### src/rtl/f_pc_unit.sv
// f_pc_unit -- fetch-stage program-counter unit for the pipelined MIPS core.
//
// Holds the fetch PC and selects its successor from the sequential, branch,
// jump, jump-register, exception-entry and eret sources. A small circular
// return-address stack shadows jal/jalr and jr $31. It only reports
// mispredictions and never steers the PC.
//
// Ports:
//   clk, reset      clock, synchronous active-high reset
//   stall           freeze the PC and the RAS (hazard unit)
//   req             exception/interrupt request from CP0; beats stall
//   eret, EPC       return from exception to EPC + ERET_OFS
//   nPcSel          000 seq, 001 branch taken, 010 j/jal, 011 jr/jalr
//   imm             instr_index, or imm16 in [15:0] for branches
//   PC_D            PC of the D-stage instruction
//   ra              forwarded rs value, used as the jr/jalr target
//   is_call/is_ret  D-stage instruction is jal/jalr, or jr $31
//   PC_F            current fetch PC
//   adel_F          PC_F misaligned or outside [IM_LO, IM_HI]
//   ras_miss        registered one-cycle pulse on a wrong or empty RAS pop
//   ras_cnt         number of valid RAS entries
module f_pc_unit #(
  parameter logic [31:0] PC_RESET  = 32'h0000_3000,
  parameter logic [31:0] EXC_VEC   = 32'h0000_4180,
  parameter logic [31:0] ERET_OFS  = 32'd0,
  parameter logic [31:0] IM_LO     = 32'h0000_3000,
  parameter logic [31:0] IM_HI     = 32'h0000_6FFC,
  parameter int unsigned RAS_DEPTH = 4
) (
  input  logic                         clk,
  input  logic                         reset,
  input  logic                         stall,
  input  logic                         req,
  input  logic                         eret,
  input  logic [31:0]                  EPC,
  input  logic [2:0]                   nPcSel,
  input  logic [25:0]                  imm,
  input  logic [31:0]                  PC_D,
  input  logic [31:0]                  ra,
  input  logic                         is_call,
  input  logic                         is_ret,
  output logic [31:0]                  PC_F,
  output logic                         adel_F,
  output logic                         ras_miss,
  output logic [$clog2(RAS_DEPTH):0]   ras_cnt
);

  localparam int unsigned PW = $clog2(RAS_DEPTH);
  localparam logic [PW:0] DEPTH_CNT = RAS_DEPTH[PW:0];

  logic [31:0]   pcF_q, pcF_d;
  logic [PW-1:0] rasPtr_q, rasPtr_d;
  logic [PW:0]   rasCnt_q, rasCnt_d;
  logic          rasMiss_q, rasMiss_d;
  logic [31:0]   rasMem_q [RAS_DEPTH];

  logic          rasActive;
  logic          doPush, doPop, doBoth;
  logic [PW-1:0] topIdx;
  logic [31:0]   topEntry;
  logic          memWe;
  logic [PW-1:0] memIdx;
  logic [31:0]   branchTarget, jumpTarget, retAddr;

  // Branch offset is the sign-extended imm16 scaled to words; all adds wrap mod 2^32.
  assign branchTarget = PC_D + 32'd4 + {{14{imm[15]}}, imm[15:0], 2'b00};
  assign jumpTarget   = {PC_D[31:28], imm, 2'b00};
  assign retAddr      = PC_D + 32'd8;

  // Next-PC priority: exception entry, then stall, then eret, then nPcSel.
  always_comb begin
    pcF_d = pcF_q + 32'd4;
    if (req) begin
      pcF_d = EXC_VEC;
    end else if (stall) begin
      pcF_d = pcF_q;
    end else if (eret) begin
      pcF_d = EPC + ERET_OFS;
    end else begin
      case (nPcSel)
        3'b001:  pcF_d = branchTarget;
        3'b010:  pcF_d = jumpTarget;
        3'b011:  pcF_d = ra;
        default: pcF_d = pcF_q + 32'd4;
      endcase
    end
  end

  // The RAS only moves on cycles that actually advance the pipeline.
  assign rasActive = !req && !stall;
  assign doPush    = rasActive && is_call && !is_ret;
  assign doPop     = rasActive && is_ret && !is_call;
  assign doBoth    = rasActive && is_call && is_ret;

  // The most recent entry sits just below the write pointer.
  assign topIdx   = rasPtr_q - 1'b1;
  assign topEntry = rasMem_q[topIdx];

  always_comb begin
    rasPtr_d  = rasPtr_q;
    rasCnt_d  = rasCnt_q;
    rasMiss_d = 1'b0;
    memWe     = 1'b0;
    memIdx    = rasPtr_q;
    if (doPush) begin
      // Pointer wraps naturally because the depth is a power of two, so an
      // overflowing push overwrites the oldest entry.
      memWe    = 1'b1;
      memIdx   = rasPtr_q;
      rasPtr_d = rasPtr_q + 1'b1;
      if (rasCnt_q != DEPTH_CNT) begin
        rasCnt_d = rasCnt_q + 1'b1;
      end
    end else if (doPop) begin
      if (rasCnt_q == '0) begin
        rasMiss_d = 1'b1;
      end else begin
        rasPtr_d  = topIdx;
        rasCnt_d  = rasCnt_q - 1'b1;
        rasMiss_d = (topEntry != ra);
      end
    end else if (doBoth) begin
      // Push and pop cancel: replace the top entry in place.
      memWe  = 1'b1;
      memIdx = topIdx;
    end
  end

  always_ff @(posedge clk) begin
    if (reset) begin
      pcF_q     <= PC_RESET;
      rasPtr_q  <= '0;
      rasCnt_q  <= '0;
      rasMiss_q <= 1'b0;
    end else begin
      pcF_q     <= pcF_d;
      rasPtr_q  <= rasPtr_d;
      rasCnt_q  <= rasCnt_d;
      rasMiss_q <= rasMiss_d;
    end
  end

  // Stack storage carries no reset; stale entries are hidden by a zero count.
  always_ff @(posedge clk) begin
    if (!reset && memWe) begin
      rasMem_q[memIdx] <= retAddr;
    end
  end

  assign PC_F     = pcF_q;
  assign adel_F   = (pcF_q[1:0] != 2'b00) || (pcF_q < IM_LO) || (pcF_q > IM_HI);
  assign ras_miss = rasMiss_q;
  assign ras_cnt  = rasCnt_q;

endmodule
### config.mk
export PLATFORM = sky130hd
export DESIGN_NAME = f_pc_unit
export DESIGN_NICKNAME = d
export VERILOG_FILES = /design/src/rtl/f_pc_unit.sv
export SDC_FILE = /design/constraint.sdc
export NUM_CORES = 1
export LEC_CHECK = 0
export BUFFER_PORTS_ARGS = -buffer_cell sky130_fd_sc_hd__buf_2
export CAP_MARGIN = 40
export CORE_MARGIN = 4
export CORE_UTILIZATION = 62
export CTS_CLUSTER_SIZE = 10
export DETAILED_ROUTE_END_ITERATION = 8
export PLACE_DENSITY = 0.95
export SYNTH_ARGS = -nofsm -noshare
export SYNTH_HDL_FRONTEND = slang
export SYNTH_SLANG_ARGS = --single-unit
### constraint.sdc
create_clock -name clk -period 9.3 [get_ports clk]
set_input_delay 0.465 -clock clk [delete_from_list [all_inputs] [get_ports clk]]
set_output_delay 0.465 -clock clk [all_outputs]
set_load 0.01 [all_outputs]
==> results of run 1 <==
[final cells by class]
class,instances,area (um^2),share of cell area
antenna,2,5.00,0.000414
clock buffer,17,425,0.0352
clock inverter,15,185,0.0153
inverter,35,131,0.0109
multi-input combinational,724,5540,0.458
sequential,166,4610,0.381
tap,220,275,0.0228
timing repair buffer,180,931,0.0770
[worst max path at each step]
| stage | startpoint | endpoint | cells after the start |
|---|---|---|---|
| after global routing | PC_D[2] | PC_F[27] | 16 |
| after global placement | PC_D[3] | PC_F[27] | 14 |
| after CTS | PC_D[3] | PC_F[27] | 14 |
| after floorplan | reset | rasMem_q[0][0] | 8 |
| after detailed placement | PC_D[3] | PC_F[27] | 14 |
| final | PC_D[3] | PC_F[27] | 14 |
[worst register-to-register path: cells and delay by family (launching register included)]
family / cells / cell delay [ps]
buf+inv: 1 / 560
mux: 1 / 640
xor+xnor: 1 / 180
simple gates: 3 / 920
compound gates: 1 / 120
flops: 1 / 320
[layout by cell type, fill, tap and decap left out, drive strengths merged, types with 5 or more instances in the layout]
cell type,n
nor3,14
clkbuf,17
nand4,19
edfxtp,128
a22oi,5
nor2,60
a221oi,8
and3,11
nand2,77
inv,41
ha,59
a21o,10
o221ai,5
nor4,10
o21bai,5
o21ai,49
nand3,36
mux2i,10
nor2b,9
a211oi,9
o2111ai,5
nand2b,11
xor2,51
a31oi,9
xnor2,60
a21oi,75
o21a,6
mux4,32
o211ai,19
dfxtp,38
buf,180
[per-layer routing]
layer / up-vias / part of all wire
met3: 137 / 0.12
met4: 0 / 0.049
met5: - / 0
met1: 4288 / 0.37
met2: 764 / 0.45
li1: 3980 / -
[registers in the layout, indices dropped and copies added (netlist names), named ones only]
signal	count
ras_cnt	3
rasMem_q	128
ras_miss	1
PC_F	30
rasPtr_q	2
[per-stage QoR]
step	hold WS, ps	setup WS (ps)	util
floorplan	517	5710	-
global route	276	6140	0.732
CTS	260	6290	0.732
detailed placement	526	5900	0.695
finish	264	6230	0.732
global placement	517	6020	0.694
[power breakdown]
part / internal (mW) / switching, mW / total (mW)
Clock: 0.408 / 0.334 / 0.742
Sequential: 0.810 / 0.0141 / 0.824
Combinational: 0.144 / 0.220 / 0.364
[logic make-up after synthesis]
group / count (synthesis) / synth area share
and+or+nand+nor: 272 / 0.132
DFF: 166 / 0.441
buffers and inverters: 75 / 0.0289
muxes: 46 / 0.0830
adders and majority gates: 61 / 0.0746
xor gates and xnor gates: 111 / 0.0931
AOI/OAI and AO/OA: 234 / 0.147
[cell usage after synthesis (all sizes together) (9+ instances only)]
library cell / n / area [um^2]
a211oi: 9 / 72.6
a21o: 10 / 75.1
a21oi: 75 / 387
a31oi: 9 / 68.8
and3: 11 / 68.8
buf: 12 / 65.1
clkbuf: 28 / 105
dfxtp: 38 / 761
edfxtp: 128 / 3840
ha: 59 / 738
inv: 34 / 128
mux2i: 10 / 100
mux4: 32 / 721
nand2: 77 / 297
nand2b: 11 / 68.8
nand3: 36 / 180
nand4: 19 / 131
nor2: 60 / 228
nor2b: 9 / 56.3
nor3: 14 / 81.3
nor4: 10 / 62.6
o211ai: 19 / 143
o21ai: 49 / 249
xnor2: 60 / 526
xor2: 51 / 447
==> impl_metrics.tcl, run 1 <==
set metrics [dict create \
    outcome "complete, no violations" \
    critical_path_class "primary input to register" \
    area.growth.synth_to_final_pct 15.9 \
    critPathMaxStageDelay_ps 390 \
    finClkSkew_ps 12.7 \
    die_w_um 138 \
    detailed_place_hpwl_um 23200 \
    min_period_ps 3070 \
    setup_viol 0 \
    ys_seq_elements 166 \
    grt_pass1_wl_um 48700 \
    place_area_mm2 0.0115 \
    clock_path_buffers 2 \
    rsz0062_at_grt "false" \
    arrival_ps 3410 \
    syn_avg_cell_area_um2 10.8 \
    grt_pass1_vias 8689 \
    first_iter_violations 1255 \
    reg2reg_to "ras_miss" \
    clkTransAtPathRegs_ps 70 \
    syn_nets 1158 \
    io_pins 169 \
    use_met3 0.0720 \
    instances_no_fill 1359 \
    end_kind "register" \
    slowest_stage "fa_1" \
    fp-row-count 47 \
    yosysUniqueCellTypes 78 \
    insertion_delay_ps 440 \
    cts_tree "yes" \
    ir_worst_vdd_mv 0.140 \
    place.gp.congestion 0.989 \
    antenna_left 0 \
    crit_family "compound AO/OA/AOI/OAI gates" \
    min_to "rasMem_q[2][1]" \
    fillers 1084 \
    ys_seq_area_frac 0.441 \
    cap_violations 0 \
    max_freq_ghz 0.326 \
    cp_cell_sequence "buf_2, ha_1, ha_1, inv_1, fa_1, nand2b_1, a21oi_1, o21ai_1, a21oi_2, nor2_1, o311ai_2, xnor2_1, o21a_1, o32ai_2" \
    synthCells 965 \
    cts_hold_buffers 0 \
    finalPower_mw 1.93 \
    fin_area_mm2 0.0121 \
    use_met2 0.529 \
    dr.pass1.iters 9 \
    grt.overflow.total 0 \
    cts-resized-gates 0 \
    wl_per_cell_um 23.9 \
    met1_usage 0.459 \
    synth_area_mm2 0.0104 \
    core_area_mm2 0.0165 \
    grt_max_degree 38 \
    setup_tns_ps 0 \
    min_path_type "primary input to register" \
    h-tree-depth 4 \
    path_max_fanout 5 \
    post_cts_buffers 0 \
    reg2reg_slack_ps 6440 \
    crit_required_ps 9640 \
    synth_edf_count 128 \
    yosysWarnings 0 \
    slew_headroom 0.371 \
    regToRegStartpoint "rasPtr_q[0]" \
    busiest_layer "met2" \
    whs_path_depth 1 \
    via_per_inst 6.75 \
    yosys_most_used_dff "edfxtp_1" \
    critPathMostFrequentCell "ha_1" \
    place_inst 1325 \
    synthArstFlopShare 0 \
    design.die.area_mm2 0.0190 \
    clock_tree.root_cell "clkbuf_16" \
    finalCritPeriodShare 0.330 \
    cts.sinks 166 \
    start_util 0.632 \
    grtUsageTotal 0.341 \
    path_buf_inv 2 \
    grt_antenna_before_repair 2 \
    num_vias 9169 \
    num-nets-final 1317 \
    min-delay-start "PC_D[1]" \
    wl_um 32500 \
    layout-drive-gt1-share 0.237 \
    setup.worst_path.start_class "primary input" \
    drc 0 \
    slew_viol_final 0 \
    timing.reg2reg.worst_path_depth 7 \
    tightest_slew_ps 942 \
    p_leak_nw 4.71 \
    power_density_mw_per_mm2 160 \
    die_h_um 138 \
    numCtsBuffers 17 \
    hold_viol_final 0 \
    portBuffers 168 \
]
No activity file was read; power rests on OpenSTA's default activity.
==> inputs of run 2 (changes only) <==
--- a/config.mk
+++ b/config.mk
@@ -5,13 +5,14 @@
 export SDC_FILE = /design/constraint.sdc
 export NUM_CORES = 1
 export LEC_CHECK = 0
+export ABC_AREA = 1
 export BUFFER_PORTS_ARGS = -buffer_cell sky130_fd_sc_hd__buf_2
 export CAP_MARGIN = 40
 export CORE_MARGIN = 4
-export CORE_UTILIZATION = 62
+export CORE_UTILIZATION = 59
 export CTS_CLUSTER_SIZE = 10
 export DETAILED_ROUTE_END_ITERATION = 8
-export PLACE_DENSITY = 0.95
+export PLACE_DENSITY = 0.94
 export SYNTH_ARGS = -nofsm -noshare
 export SYNTH_HDL_FRONTEND = slang
 export SYNTH_SLANG_ARGS = --single-unit
==> constraint.sdc (replaced) <==
create_clock -name clk -period 2.9 [get_ports clk]
set_input_delay 0.145 -clock clk [delete_from_list [all_inputs] [get_ports clk]]
set_output_delay 0.145 -clock clk [all_outputs]
set_load 0.01 [all_outputs]
==> run 2 against run 1 <==
Highest routed layer unchanged. Total power increased to 3.4 times the previous value. Critical endpoint is now PC_F[21]. Synthesized area increased by 11%. Critical path depth increased by 3. Clock skew increased by 0.74 ps. Hold slack got worse by 250 ps. Largest cell class unchanged. Synthesized cell count increased by 62%. Flip-flop and latch count unchanged. Clock power increased to 3.3 times the previous value. Design area increased by 12%.
==> impl_metrics.tcl, run 2 <==
set metrics [dict create \
    synthAdderAreaFrac 0.0671 \
    dr.pass1.iters 9 \
    rsz0062_at_grt "false" \
    via_per_inst 6.02 \
    yosysUniqueCellTypes 48 \
    crit_required_ps 3280 \
    route.met3.wl_um 5250 \
    antenna_cells 0 \
    yosys_most_used_dff "edfxtp_1" \
    p_comb_frac 0.214 \
    clkTransAtPathRegs_ps 80 \
    ys_seq_area_frac 0.397 \
    setup_ws_ps 195 \
    path_max_fanout 5 \
    area.growth.synth_to_final_pct 17.1 \
    design.die.area_mm2 0.0220 \
    core_area_mm2 0.0194 \
    hold_viol_final 0 \
    yosys.area.top_type "edfxtp_1" \
    portBuffers 168 \
    grt_max_degree 37 \
    netlist_top_cells_count "nand2_1 (534), inv_1 (161), edfxtp_1 (128)" \
    regMostFlops "rasMem_q" \
    grt_antenna_before_repair 0 \
    whs_path_depth 3 \
    outcome "complete, no violations" \
    m1WireLength_um 15800 \
    setup_tns_ps 0 \
    slew_headroom 0.470 \
    highest_layer "met4" \
    yosysMostFrequentCell "nand2_1" \
    timing.reg2reg.worst_path_depth 13 \
    critPathMostFrequentCell "inv_1" \
    setup.worst_path.start_class "primary input" \
    min_path_type "primary input to register" \
    finalCritPeriodShare 0.933 \
    numCtsBuffers 17 \
    clock_tree.root_cell "clkbuf_16" \
    synth.mux.area_fraction 0 \
    ir_worst_vdd_mv 0.425 \
    utilization 0.700 \
    area.sequential_mm2 0.00460 \
    syn_nets 1761 \
    grt.overflow.total 0 \
    synth_top_family_by_area "simple AND/OR/NAND/NOR gates" \
    final_common_cell "nand2_1" \
    grt_pass1_vias 11363 \
    finalPower_mw 6.48 \
    drc 0 \
    start_util 0.598 \
    cts_tree "yes" \
    synthCells 1568 \
    tightest_slew_ps 794 \
    largest_register_ffs 128 \
    synth_compound_area_frac 0.104 \
    syn_avg_cell_area_um2 7.39 \
    synth_area_leaders "edfxtp_1 (33%), nand2_1 (17%), dfxtp_1 (6.6%)" \
    netlist.area_leader.share 0.332 \
    grtUsageTotal 0.373 \
    grt_pass1_wl_um 62900 \
    yosys.area_share.xor_xnor 0.0430 \
    antenna_left 0 \
    p_leak_nw 6.20 \
    multi_input_area_mm2 0.00619 \
    insertion_delay_ps 450 \
    cap_violations 0 \
    arrival_ps 3080 \
    fillers 1541 \
    cp_cell_sequence "dlygate4sd3_1, buf_2, inv_1, ha_1, inv_1, ha_1, inv_1, fa_1, inv_1, nand3_1, nand3_1, nand3_1, nand2_1, nor2_1, o21ai_1, nand2_1, a21oi_1" \
    yosysWarnings 0 \
    num_vias 12230 \
    place.gp.congestion 1.05 \
    critPathMaxStageDelay_ps 520 \
    p_seq_frac 0.408 \
    critical_path_class "primary input to register" \
    synth_area_mm2 0.0116 \
    max_freq_ghz 0.370 \
    slew_viol_final 0 \
    switching_share 0.340 \
    end_kind "register" \
    synthArstFlopShare 0 \
    slowest_stage "dlygate4sd3_1" \
    synth-simple-area-share 0.317 \
    switching_power_mw 2.20 \
    die_h_um 148 \
    h-tree-depth 4 \
    min_period_ps 2700 \
    finClkSkew_ps 13.4 \
    io_pins 169 \
    num-nets-final 1948 \
    fp-row-count 51 \
    fin_hold_ws_ps 14.1 \
    wl_um 41800 \
    setup_viol 0 \
    layout-drive-gt1-share 0.156 \
    p_int_mw 4.27 \
    cts.sinks 166 \
    ys_seq_elements 166 \
    die_w_um 148 \
    clkPwrFrac 0.378 \
    wl_per_cell_um 20.6 \
    detailed_place_hpwl_um 31100 \
    dp_slack_ps 170 \
    power_density_mw_per_mm2 477 \
    first_iter_violations 1657 \
    synth_edf_count 128 \
    route.met2.wl_um 18300 \
    most-common-layout-cells "nand2_1 (533), buf_2 (168), inv_1 (161)" \
    clock_path_buffers 2 \
]
[run 2: worst max-delay path: cells and delay by family]
family | cells | cell delay [ps]
compound gates | 2 | 370
fa+ha+maj | 3 | 790
simple gates | 6 | 770
buf+inv | 6 | 990
[run 2: metrics by stage]
step / std cells / instance area, um^2
floorplan: 1568 / 11600
global placement: 1988 / 12800
detailed placement: 1988 / 12800
CTS: 2033 / 13600
global route: 2033 / 13600
finish: 2033 / 13600
[run 2: final cells by class]
type,instances,share of cell area
Timing Repair Buffer,207,0.0869
Inverter,168,0.0465
Sequential cell,166,0.339
Clock inverter,15,0.0156
Multi-Input combinational cell,1195,0.456
Tap cell,265,0.0244
Clock buffer,17,0.0313
[run 2: metal layers]
layer  GRT usage  vias up
met5           0        -
met4       0.185        0
met3      0.0756      195
met2       0.568      930
met1       0.512     5501
li1            -     5604
[run 2: path summary, 6_finish.rpt]
check / from / end / slack (ps)
min reg2reg: ras_cnt[2] / ras_cnt[2] / 490
max: PC_D[2] / PC_F[21] / 200
max reg2reg: rasPtr_q[0] / ras_miss / 420
min: EPC[9] / PC_F[9] / 10
[run 2: cell families (layout without fill, tap and decap cells)]
kind of cell / Yosys count / in the layout
flip-flops: 166 / 166
AND/OR/NAND/NOR: 868 / 868
AO/OA/AOI/OAI: 210 / 210
adder cells (fa/ha/maj): 61 / 61
buffers and inverters: 207 / 407
XOR/XNOR: 56 / 56
[run 2: power groups by stage]
stage               Clock (mW)  Combinational [mW]  Sequential [mW]
floorplan                    0               0.810             2.70
global placement             0                1.28             2.70
detailed placement           0                1.31             2.70
CTS                       2.43                1.34             2.64
global route              2.53                1.52             2.65
finish                    2.44                1.39             2.65
[run 2: timing repair]
action | CTS | global route
hold buffers | 13 | 0
hold endpoints to repair | 24 | 0
gates resized for setup | 0 | 4
endpoints found under the setup margin | 0 | 4
buffers inserted | 0 | 0
==> inputs of run 3 (changes only) <==
--- a/config.mk
+++ b/config.mk
@@ -12,7 +12,7 @@
 export CORE_UTILIZATION = 59
 export CTS_CLUSTER_SIZE = 10
 export DETAILED_ROUTE_END_ITERATION = 8
-export PLACE_DENSITY = 0.94
+export PLACE_DENSITY = 0.91
 export SYNTH_ARGS = -nofsm -noshare
 export SYNTH_HDL_FRONTEND = slang
 export SYNTH_SLANG_ARGS = --single-unit
==> run 3 against run 2 <==
Utilization is 0.43 points lower. Hold slack improved by 3.9 ps. Design area down 0.61%. Largest cell class unchanged. Cell count decreased by 0.25%. Global-route usage decreased by 0.12 points.
==> impl_metrics.tcl, run 3 (same netlist as run 2, synthesis figures left out) <==
set metrics [dict create \
    outcome "complete, no violations" \
    numCtsBuffers 17 \
    p_leak_nw 6.15 \
    detailed_place_hpwl_um 31000 \
    arrival_ps 3070 \
    most-common-layout-cells "nand2_1 (534), buf_2 (168), inv_1 (161)" \
    fp-row-count 51 \
    die_h_um 148 \
    power_density_mw_per_mm2 475 \
    finalPower_mw 6.40 \
    min_path_type "primary input to register" \
    cap_violations 0 \
    clkTransAtPathRegs_ps 70 \
    slew_viol_final 0 \
    place.gp.congestion 1.04 \
    instances_no_fill 2028 \
    end_kind "register" \
    drc 0 \
    antenna_left 0 \
    die_w_um 148 \
    setup_viol 0 \
    crit_required_ps 3280 \
    hold_viol_final 0 \
    tightest_slew_ps 800 \
    place_inst 1983 \
    min-delay-start "EPC[10]" \
    wl_per_cell_um 20.6 \
    fin_hold_ws_ps 18.0 \
    area.growth.synth_to_final_pct 16.4 \
    finalCritPeriodShare 0.928 \
    num_vias 12178 \
    finClkSkew_ps 11.6 \
    grt_pass1_vias 11347 \
    wl_um 41700 \
    rsz0062_at_grt "false" \
    cp-startpoint "PC_D[2]" \
    num-nets-final 1943 \
    path_max_fanout 5 \
    grt_antenna_before_repair 1 \
    grtUsageTotal 0.372 \
    cts.sinks 166 \
    core_area_mm2 0.0194 \
    regMostFlops "rasMem_q" \
    grt.overflow.total 0 \
    grt_max_degree 37 \
    cp_cell_sequence "dlygate4sd3_1, buf_2, inv_1, ha_1, inv_1, ha_1, inv_1, fa_1, inv_1, nand3_1, nand3_2, nand2_1, nand2_1, or2_2, nand3_1, nand3_1, o211ai_1, a21oi_1" \
    critPathMaxStageDelay_ps 530 \
    critPathMostFrequentCell "inv_1" \
    io_pins 169 \
    max_freq_ghz 0.372 \
    first_iter_violations 1645 \
    final_common_cell "nand2_1" \
    clock_path_buffers 2 \
    setup.worst_path.start_class "primary input" \
    clock_tree.root_cell "clkbuf_16" \
    utilization 0.695 \
    portBuffers 168 \
    cts_tree "yes" \
    ir_worst_vdd_mv 0.454 \
    layout-drive-gt1-share 0.152 \
    post_cts_buffers 0 \
    antenna_cells 0 \
    largest_register_ffs 128 \
    slew_headroom 0.466 \
    start_util 0.598 \
    setup_tns_ps 0 \
    regToRegStartpoint "rasPtr_q[1]" \
    dr.pass1.iters 9 \
    slowest_stage "dlygate4sd3_1" \
    insertion_delay_ps 450 \
    via_per_inst 6.00 \
    h-tree-depth 4 \
    design.die.area_mm2 0.0220 \
    grt_pass1_wl_um 62700 \
    min_period_ps 2690 \
    critical_path_class "primary input to register" \
]
## run 3: cell count changes in the layout (fill, tap and decap cells not counted), sizes merged
cell,before,now
buf,194,189
clkinv,8,9
inv,175,174
## run 3: through the flow
step | instance area [um^2] | setup slack (ps)
finish | 13500 | 210
global route | 13500 | 53.8
CTS | 13500 | 216
detailed placement | 12700 | 214
global placement | 12700 | 185
floorplan | 11600 | 127
## run 3: timing repair
action / 4_1_cts / 5_1_grt
endpoints found under the setup margin: 0 / 2
hold buffers: 13 / 0
endpoints found under the hold margin: 25 / 0
gates resized for setup: 0 / 1
## run 3: path summary, 6_finish.rpt
| path | end | slack, ps | depth (start not counted) |
|---|---|---|---|
| worst max-delay path | PC_F[11] | 210 | 18 |
| worst max register to register | ras_miss | 330 | 11 |
| worst min register to register | ras_cnt[2] | 510 | 1 |
| worst min-delay path | PC_F[10] | 20 | 3 |
## run 3: worst max-delay path: cells and delay by family
kind                     cells  cell delay, ps
AO/OA/AOI/OAI                2             260
buffers and inverters        6            1000
AND/OR/NAND/NOR              7             870
adder cells (fa/ha/maj)      3             780
## run 3: layout make-up
cell class	count	area, um^2
inverters	168	631
clock buffers	17	425
flip-flops and latches	166	4600
multi-input cells	1195	6180
well taps	265	332
clock inverters	15	186
repair buffers	202	1130
fillers	1662	5910
## run 3: report_power, final
group	internal, mW	switching [mW]	leakage (nW)
clock	1.18	1.20	0.297
combinational	0.459	0.914	4.39
sequential	2.60	0.0482	1.46
## run 3: routing by layer
metal	up-vias	part of all wire	global-route usage
li1	5604	-	-
met1	5549	0.39	0.515
met2	863	0.44	0.584
met3	160	0.12	0.0619
met4	2	0.047	0.160
met5	-	0.00017	0
